<file path="src/rtl/sparc_exu_alu_pipe.sv">
// Pipelined SPARC EXU ALU/shifter: add/sub with carry, logic ops, MOV, SETHI and shifts,
// with icc/xcc codes, carried through a valid/ready register pipeline with flush and tag.
module sparc_exu_alu_pipe #(
  parameter int WIDTH  = 64,
  parameter int STAGES = 2,
  parameter int TAG_W  = 5,
  localparam int OCC_W = $clog2(STAGES + 1)
) (
  input  logic             rclk,
  input  logic             arst,
  input  logic             in_valid,
  output logic             in_ready,
  input  logic [3:0]       in_op,
  input  logic             in_op32,
  input  logic             in_invert,
  input  logic             in_cin,
  input  logic [WIDTH-1:0] in_rs1,
  input  logic [WIDTH-1:0] in_rs2,
  input  logic [TAG_W-1:0] in_tag,
  input  logic             flush,
  output logic             out_valid,
  input  logic             out_ready,
  output logic [WIDTH-1:0] out_data,
  output logic [3:0]       out_icc,
  output logic [3:0]       out_xcc,
  output logic [TAG_W-1:0] out_tag,
  output logic             out_illegal,
  output logic [OCC_W-1:0] occ
);

  localparam logic [3:0] OP_ADD   = 4'd0;
  localparam logic [3:0] OP_SUB   = 4'd1;
  localparam logic [3:0] OP_AND   = 4'd2;
  localparam logic [3:0] OP_OR    = 4'd3;
  localparam logic [3:0] OP_XOR   = 4'd4;
  localparam logic [3:0] OP_MOV   = 4'd5;
  localparam logic [3:0] OP_SLL   = 4'd6;
  localparam logic [3:0] OP_SRL   = 4'd7;
  localparam logic [3:0] OP_SRA   = 4'd8;
  localparam logic [3:0] OP_SETHI = 4'd9;
  localparam int SH_W = $clog2(WIDTH);
  localparam int HB   = (WIDTH > 32) ? 32 : 0;

  logic [WIDTH-1:0] rs2_l, alu_res;
  logic [WIDTH:0]   sum_w;
  logic [63:0]      ext;
  logic [31:0]      sh32;
  logic             c_lo, v_lo, c_hi, v_hi, alu_ill, sgn_lo, sgn_hi, use32;
  logic [3:0]       alu_icc, alu_xcc;

  assign use32 = (WIDTH == 64) && in_op32;

  always_comb begin
    rs2_l   = in_invert ? ~in_rs2 : in_rs2;
    sum_w   = '0;
    ext     = '0;
    sh32    = '0;
    alu_res = '0;
    c_lo    = 1'b0;
    v_lo    = 1'b0;
    c_hi    = 1'b0;
    v_hi    = 1'b0;
    sgn_lo  = 1'b0;
    sgn_hi  = 1'b0;
    alu_ill = 1'b0;
    case (in_op)
      OP_ADD, OP_SUB: begin
        if (in_op == OP_SUB) begin
          sum_w  = {1'b0, in_rs1} - {1'b0, in_rs2} - (WIDTH+1)'(in_cin);
          sgn_lo = in_rs1[31] ^ in_rs2[31];
          sgn_hi = in_rs1[WIDTH-1] ^ in_rs2[WIDTH-1];
        end else begin
          sum_w  = {1'b0, in_rs1} + {1'b0, in_rs2} + (WIDTH+1)'(in_cin);
          sgn_lo = in_rs1[31] ~^ in_rs2[31];
          sgn_hi = in_rs1[WIDTH-1] ~^ in_rs2[WIDTH-1];
        end
        alu_res = sum_w[WIDTH-1:0];
        c_hi    = sum_w[WIDTH];
        // Carry/borrow out of bit 31 recovered from bit 32: sum32 = a32 ^ b32 ^ carry31.
        c_lo    = (WIDTH > 32) ? (sum_w[32] ^ in_rs1[HB] ^ in_rs2[HB]) : sum_w[WIDTH];
        v_lo    = sgn_lo && (alu_res[31] != in_rs1[31]);
        v_hi    = sgn_hi && (alu_res[WIDTH-1] != in_rs1[WIDTH-1]);
      end
      OP_AND: alu_res = in_rs1 & rs2_l;
      OP_OR:  alu_res = in_rs1 | rs2_l;
      OP_XOR: alu_res = in_rs1 ^ rs2_l;
      OP_MOV: alu_res = in_rs2;
      OP_SLL: begin
        if (use32) begin
          sh32    = in_rs1[31:0] << in_rs2[4:0];
          ext     = {32'b0, sh32};
          alu_res = ext[WIDTH-1:0];
        end else begin
          alu_res = in_rs1 << in_rs2[SH_W-1:0];
        end
      end
      OP_SRL: begin
        if (use32) begin
          sh32    = in_rs1[31:0] >> in_rs2[4:0];
          ext     = {32'b0, sh32};
          alu_res = ext[WIDTH-1:0];
        end else begin
          alu_res = in_rs1 >> in_rs2[SH_W-1:0];
        end
      end
      OP_SRA: begin
        if (use32) begin
          sh32    = $signed(in_rs1[31:0]) >>> in_rs2[4:0];
          ext     = {{32{sh32[31]}}, sh32};
          alu_res = ext[WIDTH-1:0];
        end else begin
          alu_res = $signed(in_rs1) >>> in_rs2[SH_W-1:0];
        end
      end
      OP_SETHI: begin
        ext     = {32'b0, in_rs2[21:0], 10'b0};
        alu_res = ext[WIDTH-1:0];
      end
      default: alu_ill = 1'b1;
    endcase
    alu_icc = alu_ill ? 4'b0 : {alu_res[31], alu_res[31:0] == 32'b0, v_lo, c_lo};
    alu_xcc = alu_ill ? 4'b0 : {alu_res[WIDTH-1], alu_res == '0, v_hi, c_hi};
  end

  logic [STAGES-1:0] valid_reg, load, src_valid, ill_reg, src_ill;
  logic [WIDTH-1:0]  data_reg [STAGES];
  logic [WIDTH-1:0]  src_data [STAGES];
  logic [3:0]        icc_reg  [STAGES];
  logic [3:0]        src_icc  [STAGES];
  logic [3:0]        xcc_reg  [STAGES];
  logic [3:0]        src_xcc  [STAGES];
  logic [TAG_W-1:0]  tag_reg  [STAGES];
  logic [TAG_W-1:0]  src_tag  [STAGES];
  logic [OCC_W-1:0]  occ_reg;
  logic              accept, out_fire;

  assign in_ready = load[0] && !flush;
  assign accept   = in_valid && in_ready;
  assign out_fire = valid_reg[STAGES-1] && out_ready;

  generate
    for (genvar gi = 0; gi < STAGES; gi++) begin : g_stage
      // A stage can take new data if the output drains or any stage at or after it holds a bubble.
      assign load[gi] = out_ready || !(&valid_reg[STAGES-1:gi]);
      if (gi == 0) begin : g_head
        assign src_valid[gi] = accept;
        assign src_data[gi]  = alu_res;
        assign src_icc[gi]   = alu_icc;
        assign src_xcc[gi]   = alu_xcc;
        assign src_tag[gi]   = in_tag;
        assign src_ill[gi]   = alu_ill;
      end else begin : g_body
        assign src_valid[gi] = valid_reg[gi-1];
        assign src_data[gi]  = data_reg[gi-1];
        assign src_icc[gi]   = icc_reg[gi-1];
        assign src_xcc[gi]   = xcc_reg[gi-1];
        assign src_tag[gi]   = tag_reg[gi-1];
        assign src_ill[gi]   = ill_reg[gi-1];
      end
    end
  endgenerate

  always_ff @(posedge rclk or posedge arst) begin
    if (arst) begin
      valid_reg <= '0;
      ill_reg   <= '0;
      occ_reg   <= '0;
      for (int k = 0; k < STAGES; k++) begin
        data_reg[k] <= '0;
        icc_reg[k]  <= '0;
        xcc_reg[k]  <= '0;
        tag_reg[k]  <= '0;
      end
    end else begin
      for (int k = 0; k < STAGES; k++) begin
        if (load[k]) begin
          data_reg[k] <= src_data[k];
          icc_reg[k]  <= src_icc[k];
          xcc_reg[k]  <= src_xcc[k];
          tag_reg[k]  <= src_tag[k];
          ill_reg[k]  <= src_ill[k];
        end
      end
      valid_reg <= flush ? '0 : ((load & src_valid) | (~load & valid_reg));
      occ_reg   <= flush ? '0 : occ_reg + OCC_W'(accept) - OCC_W'(out_fire);
    end
  end

  assign out_valid   = valid_reg[STAGES-1];
  assign out_data    = data_reg[STAGES-1];
  assign out_icc     = icc_reg[STAGES-1];
  assign out_xcc     = xcc_reg[STAGES-1];
  assign out_tag     = tag_reg[STAGES-1];
  assign out_illegal = ill_reg[STAGES-1];
  assign occ         = occ_reg;

endmodule

</file>
<file path="config.mk">
export PLATFORM = sky130hd
export DESIGN_NAME = sparc_exu_alu_pipe
export DESIGN_NICKNAME = d
export VERILOG_FILES = /design/src/rtl/sparc_exu_alu_pipe.sv
export SDC_FILE = /design/constraint.sdc
export NUM_CORES = 2
export LEC_CHECK = 0
export CORE_MARGIN = 2
export CORE_UTILIZATION = 30
export CTS_BUF_LIST = sky130_fd_sc_hd__clkbuf_16
export CTS_CLUSTER_DIAMETER = 100
export DETAILED_ROUTE_END_ITERATION = 8
export PLACE_DENSITY = 0.51
export REMOVE_ABC_BUFFERS = 1
export SETUP_SLACK_MARGIN = 0.05
export SYNTH_ARGS = -nofsm -noshare
export SYNTH_HDL_FRONTEND = slang
export SYNTH_SLANG_ARGS = --single-unit
</file>
<file path="constraint.sdc">
create_clock -name rclk -period 14.3 [get_ports rclk]
set_input_delay 4.29 -clock rclk [delete_from_list [all_inputs] [get_ports rclk]]
set_output_delay 4.29 -clock rclk [all_outputs]
set_load 0.01 [all_outputs]
</file>
======== After elaboration in Yosys (flattened, before gate mapping) ========
Cells that the tools add are included.
word-level totals
  register bits ........................... 160
  latch bits .............................. 0
  bits in writable memories ............... 0
  ROM bits ................................ 0
  input bits .............................. 145
  output and inout port bits .............. 82
  logic and storage cells ................. 85
  memories kept ........................... 0
operators by class
  add/subtract/negate cells ............... 6
  multipliers ............................. 0
  div/mod/pow operators ................... 0
  order comparisons ....................... 0
  eq/ne operators ......................... 11
  shifts and indexed selects .............. 6
  muxes and demuxes ....................... 20
  bitwise gates (word level) .............. 14
  reduce and logical (&&, ||, !) cells .... 16
operator list
  kind                number
  $pmux 64 s9         1
  $mux 64             4
  $mux 65             2
  $add 64x64->65      1
  $add 65x1->65       1
  $sub 64x64->65      1
  $sub 65x1->65       1
  $and 64x64->64      1
  $logic_not 64->1    1
  $not 64->64         1
  $or 64x64->64       1
  $shl 64x6->64       1
  $shr 64x6->64       1
  $sshr 64x6->64      1
  $xor 64x64->64      1
  $logic_not 32->1    1
  $shl 32x5->32       1
  $shr 32x5->32       1
  $sshr 32x5->32      1
  $eq 4x3->1 const B  4
  $reduce_or 10->1    1
  $mux 1              9
  $eq 4x2->1 const B  2
  $eq 4x4->1 const B  2
  17 further kinds    32

======== Depth between registers and ports, before layout ========
  depth in word-level cells ............... 8
  depth in mapped cells ................... 22
  depth with buffers taken out ............ 18

======== Worst setup path before layout ========
Ideal clock, no wire load.
  path type ............................... input to output
  start point ............................. in out_ready
  end point ............................... out in_ready
  arrival time ............................ 5168 ps
  required time ........................... 10010 ps
  slack ................................... 4842 ps
  stages on the path ...................... 5
  buffers on the path ..................... 2
  path through ............................ nand2b_1 clkbuf_1 nor2_1 clkbuf_1 nor2_1
between the ends
  word-level cells in the longest chain between the ends .. 2
ends and longest elaborated chain
  what               line  text
  from (decl)        22    input logic out_ready,
  $logic_or 1x1->1   144   assign load[gi] = out_ready || !(&valid_reg[STAGES-1:gi]);
  $logic_and 1x1->1  137   assign in_ready = load[0] && !flush;
  to (decl)          12    output logic in_ready,
No other way between the ends.

======== Worst setup path in the final report ========
  start point ............................. in in_rs2[0]
  end point ............................... reg xcc_reg (netlist bit src_xcc[2])
between the ends
  word-level cells in the longest chain between the ends .. 7
  elaborated cells between the ends (all ways) .. 23
  classes of those cells .................. 4 x add/sub; 6 x shift; 8 x mux; 4 x bitwise; 1 x reduce/logical
ends and longest elaborated chain
  what                                                     line    text
  from (decl)                                              18      input logic [WIDTH-1:0] in_rs2,
  $add 64x64->65 / $sub 64x64->65 (equally long branches)  73, 69
  $add 65x1->65 / $sub 65x1->65 (equally long branches)    73, 69
  $mux 65                                                  68      if (in_op == OP_SUB) begin
  $mux 65                                                  66      case (in_op)
  $pmux 64 s9 *                                            66
  $logic_not 64->1 *                                       122     alu_xcc = alu_ill ? 4'b0 : {alu_res[WIDTH-1], alu_res == '0, v_hi, c_hi};
  $mux 4 *                                                 122
  to (signal, indexed assignment)                          179     xcc_reg[k] <= src_xcc[k];
  to (decl)                                                130     logic [3:0] xcc_reg [STAGES];
Mark *: on every way between the ends. The rest lies on a longest branch, timed or not. The select of a mux whose other input is x is not followed.
A chain may end at the register's enable or synchronous reset.

==> impl_metrics.json <==
{
  "path_clk_slew_ns": 0.07,
  "grt_overflow": 0,
  "grt_use_total_pct": 39.0,
  "antenna_found_initial": 14,
  "yosysWarnings": 0,
  "path_cells": "buf_8 -> buf_4 -> mux4_2 -> a22oi_1 -> nor2b_1 -> nor4_1 -> nand3_1 -> a2111oi_0 -> o211ai_1 -> nand3b_1 -> or4_1 -> nor4_2 -> nand4_1 -> or3_1 -> o21ai_1",
  "finalSetupViolations": 0,
  "crit_required_ns": 14.72,
  "firstDrtPassIters": 8,
  "drt_iter0_markers": 6587,
  "reg2reg_slack_ns": 10.85,
  "max_freq_mhz": 91.3,
  "end_kind": "register",
  "hold_class": "register to register",
  "synth.avg_cell_area_um2": 7.29,
  "die_h_um": 341,
  "holdBufCountCts": 0,
  "cp_top_family": "simple AND/OR/NAND/NOR gates",
  "drtAntennaViolNets": 0,
  "final_area_um2": 38500,
  "regArea_um2": 4000,
  "globalplace.congestion": 1.09,
  "drive_above_1_share_pct": 10.3,
  "vias": 40952,
  "nNetsFinal": 5146,
  "cp-start-kind": "input port",
  "p_leak_uw": 0.0161,
  "synth_top_cell_by_area": "dfrtp_1",
  "start_util_pct": 30.2,
  "placed_area_um2": 37700,
  "avgRoutedWirePerCell_um": 38.0,
  "htreeDepth": 4,
  "root_buffer": "clkbuf_16",
  "fin_crit_ns": 10.95,
  "synth_edf_count": 0,
  "ys_types": 101,
  "grt_pass1_vias": 38058,
  "critPathKind": "input port to register",
  "ff2ff_path_depth": 9,
  "async_flop_share_pct": 100,
  "grt_start_max_net_pins": 100,
  "fin_worst_skew_ns": 0.0183,
  "tns_ns": 0,
  "drc": 0,
  "violations": "max-capacitance violations, max-slew violations",
  "slew_violations": 1,
  "peakVddDrop_v": 0.0000625,
  "rows": 123,
  "hold_viol_final": 0,
  "rsz0062_at_grt": "false",
  "yosys-top-cells-area": "dfrtp_1 (12%), ha_1 (12%), mux4_2 (7.8%)",
  "clk_latency_ns": 0.49,
  "drt-vias-per-instance": 6.61,
  "ys.flop_type": "dfrtp_1",
  "cap_violations": 1,
  "port_buffers": 226,
  "status": "complete, but fails checks",
  "ys_seq_elements": 160,
  "clock_path_buffers": 3,
  "crit_path_top_delay_cell": "buf_4",
  "hold_ws_ns": 0.460,
  "tritoncts": "done",
  "syn2layout_area_growth_pct": 13.2,
  "tightest_slew_ns": 1.48,
  "hpwl_um": 186000,
  "worstPathArrival_ns": 11.38,
  "cts_buffers": 25,
  "min_period_over_period_pct": 76.6,
  "holdPathEnd": "out_data[43]",
  "core_area_um2": 112000,
  "holdCritStartpoint": "out_data[43]",
  "post_cts_buffers": 0,
  "grt_pass1_wl_um": 320000,
  "dieArea_um2": 116000,
  "syn_inst": 4660,
  "multiInputGateArea_um2": 27100,
  "fin_cells": 6196,
  "synth_area_um2": 34000,
  "cts_sinks": 160,
  "relSlewSlack_pct": -0.000957,
  "ios": 227,
  "r2r_start": "valid_reg[1]",
  "wl_um": 235000,
  "cp_num_buf_inv": 2,
  "powerDensity_nw_per_um2": 74.8,
  "n_fill_cell": 12214,
  "synth-seq-area-share_pct": 11.8,
  "synth_top_area_share_pct": 11.8,
  "cp_max_fo": 58,
  "r2r_end": "src_xcc[2]",
  "slowest_delay_ns": 0.82,
  "place_inst": 6149,
  "dieWidth_um": 341,
  "min_path_cells": 2,
  "ctsResizeCount": 0
}
-- logic make-up (layout without fill, tap and decap cells) --
logic type	after synthesis	after routing	synth area share, %
AOI/OAI and AO/OA	1360	1360	26.7
buffers and inverters	715	738	9.07
xor gates and xnor gates	155	155	3.99
adders and majority gates	324	324	12.0
other	0	13	0
DFF	160	160	11.8
and+or+nand+nor	1587	1587	21.3
muxes	359	359	15.2
-- layer usage --
metal | global-route usage (%) | share of wire [%] | up-vias
met1 | 53.8 | 42 | 20439
met3 | 7.66 | 9.9 | 617
li1 | - | - | 17117
met5 | 0 | 0.035 | -
met2 | 57.3 | 42 | 2767
met4 | 20.2 | 6.2 | 12
-- report_power, final --
group	internal, uW	total (uW)	switching [uW]
sequential	518	554	36.3
combinational	592	1800	1210
clock	328	522	193
-- cells in the final DEF (no fill, tap or decap), drive strengths merged, types with 18 or more instances in the layout --
master,instances
o22ai,67
mux4,118
a22oi,73
mux2i,175
and3,23
o21a,25
nor2,378
o21bai,24
a22o,19
o21ai,264
nor4,55
or2,20
nor3,96
buf,198
or3,18
a21o,28
dfrtp,160
o211ai,82
nand2b,33
xnor2,71
a221oi,45
nand4,68
clkbuf,26
a21oi,322
nor2b,42
nand3,106
o2111ai,34
ha,320
clkdlybuf4s50,217
a211oi,59
mux2,66
xor2,84
a31oi,49
inv,291
nand2,667
o31ai,45
a2111oi,22
o221ai,27
-- synthesized netlist by cell type (24+ instances only) --
master and number:
a22oi_1 73, a31oi_1 49, nand2_1 667, nor2b_1 42
o21bai_1 24, buf_2 41, buf_1 44, a21oi_1 322
mux2i_1 175, o221ai_1 27, nand2b_1 33, a221oi_1 45
buf_4 77, nand4_1 68, clkbuf_1 257, nand3_1 106
o21a_1 25, o2111ai_1 34, xnor2_1 71, ha_1 320
a21o_1 28, a211oi_1 58, nor4_1 54, xor2_1 84
nor3_1 96, nor2_1 377, mux2_2 61, o211ai_1 82
o22ai_1 67, inv_1 285, dfrtp_1 160, o31ai_1 45
mux4_2 118, o21ai_0 253
-- worst max-delay path by stage --
stage	endpoint	start	cells after the start
floorplan	in_ready	out_ready	3
global placement	src_xcc[2]	in_rs2[0]	15
detailed placement	src_xcc[2]	in_rs2[0]	15
CTS	src_xcc[2]	in_rs2[0]	15
global route	src_xcc[2]	in_rs2[0]	15
finish	src_xcc[2]	in_rs2[0]	15
-- tightest hold or removal path, delay by kind of cell (launching register included) --
kind / cells / cell delay [ns]
flip-flops: 1 / 0.33
AND/OR/NAND/NOR: 2 / 0.09
-- per-stage QoR --
stage | utilization (%) | total power (uW) | worst slack (ns)
finish | 34.2 | 2880 | 3.35
global route | 34.2 | 2990 | 3.18
CTS | 34.2 | 2820 | 3.48
detailed placement | 33.5 | 2280 | 2.96
global placement | 33.5 | 2290 | 2.80
floorplan | - | 1450 | 2.43
-- final cells by class --
type                       instances  area share [%]
antenna                           13          0.0846
clock buffer                      25            1.63
clock inverter                     8           0.163
inverter                         289            2.85
multi-input combinational       3785            70.4
sequential                       160            10.4
tap                             1500            4.88
timing repair buffer             416            9.64
Note: power is estimated with default switching activity, not from simulation.
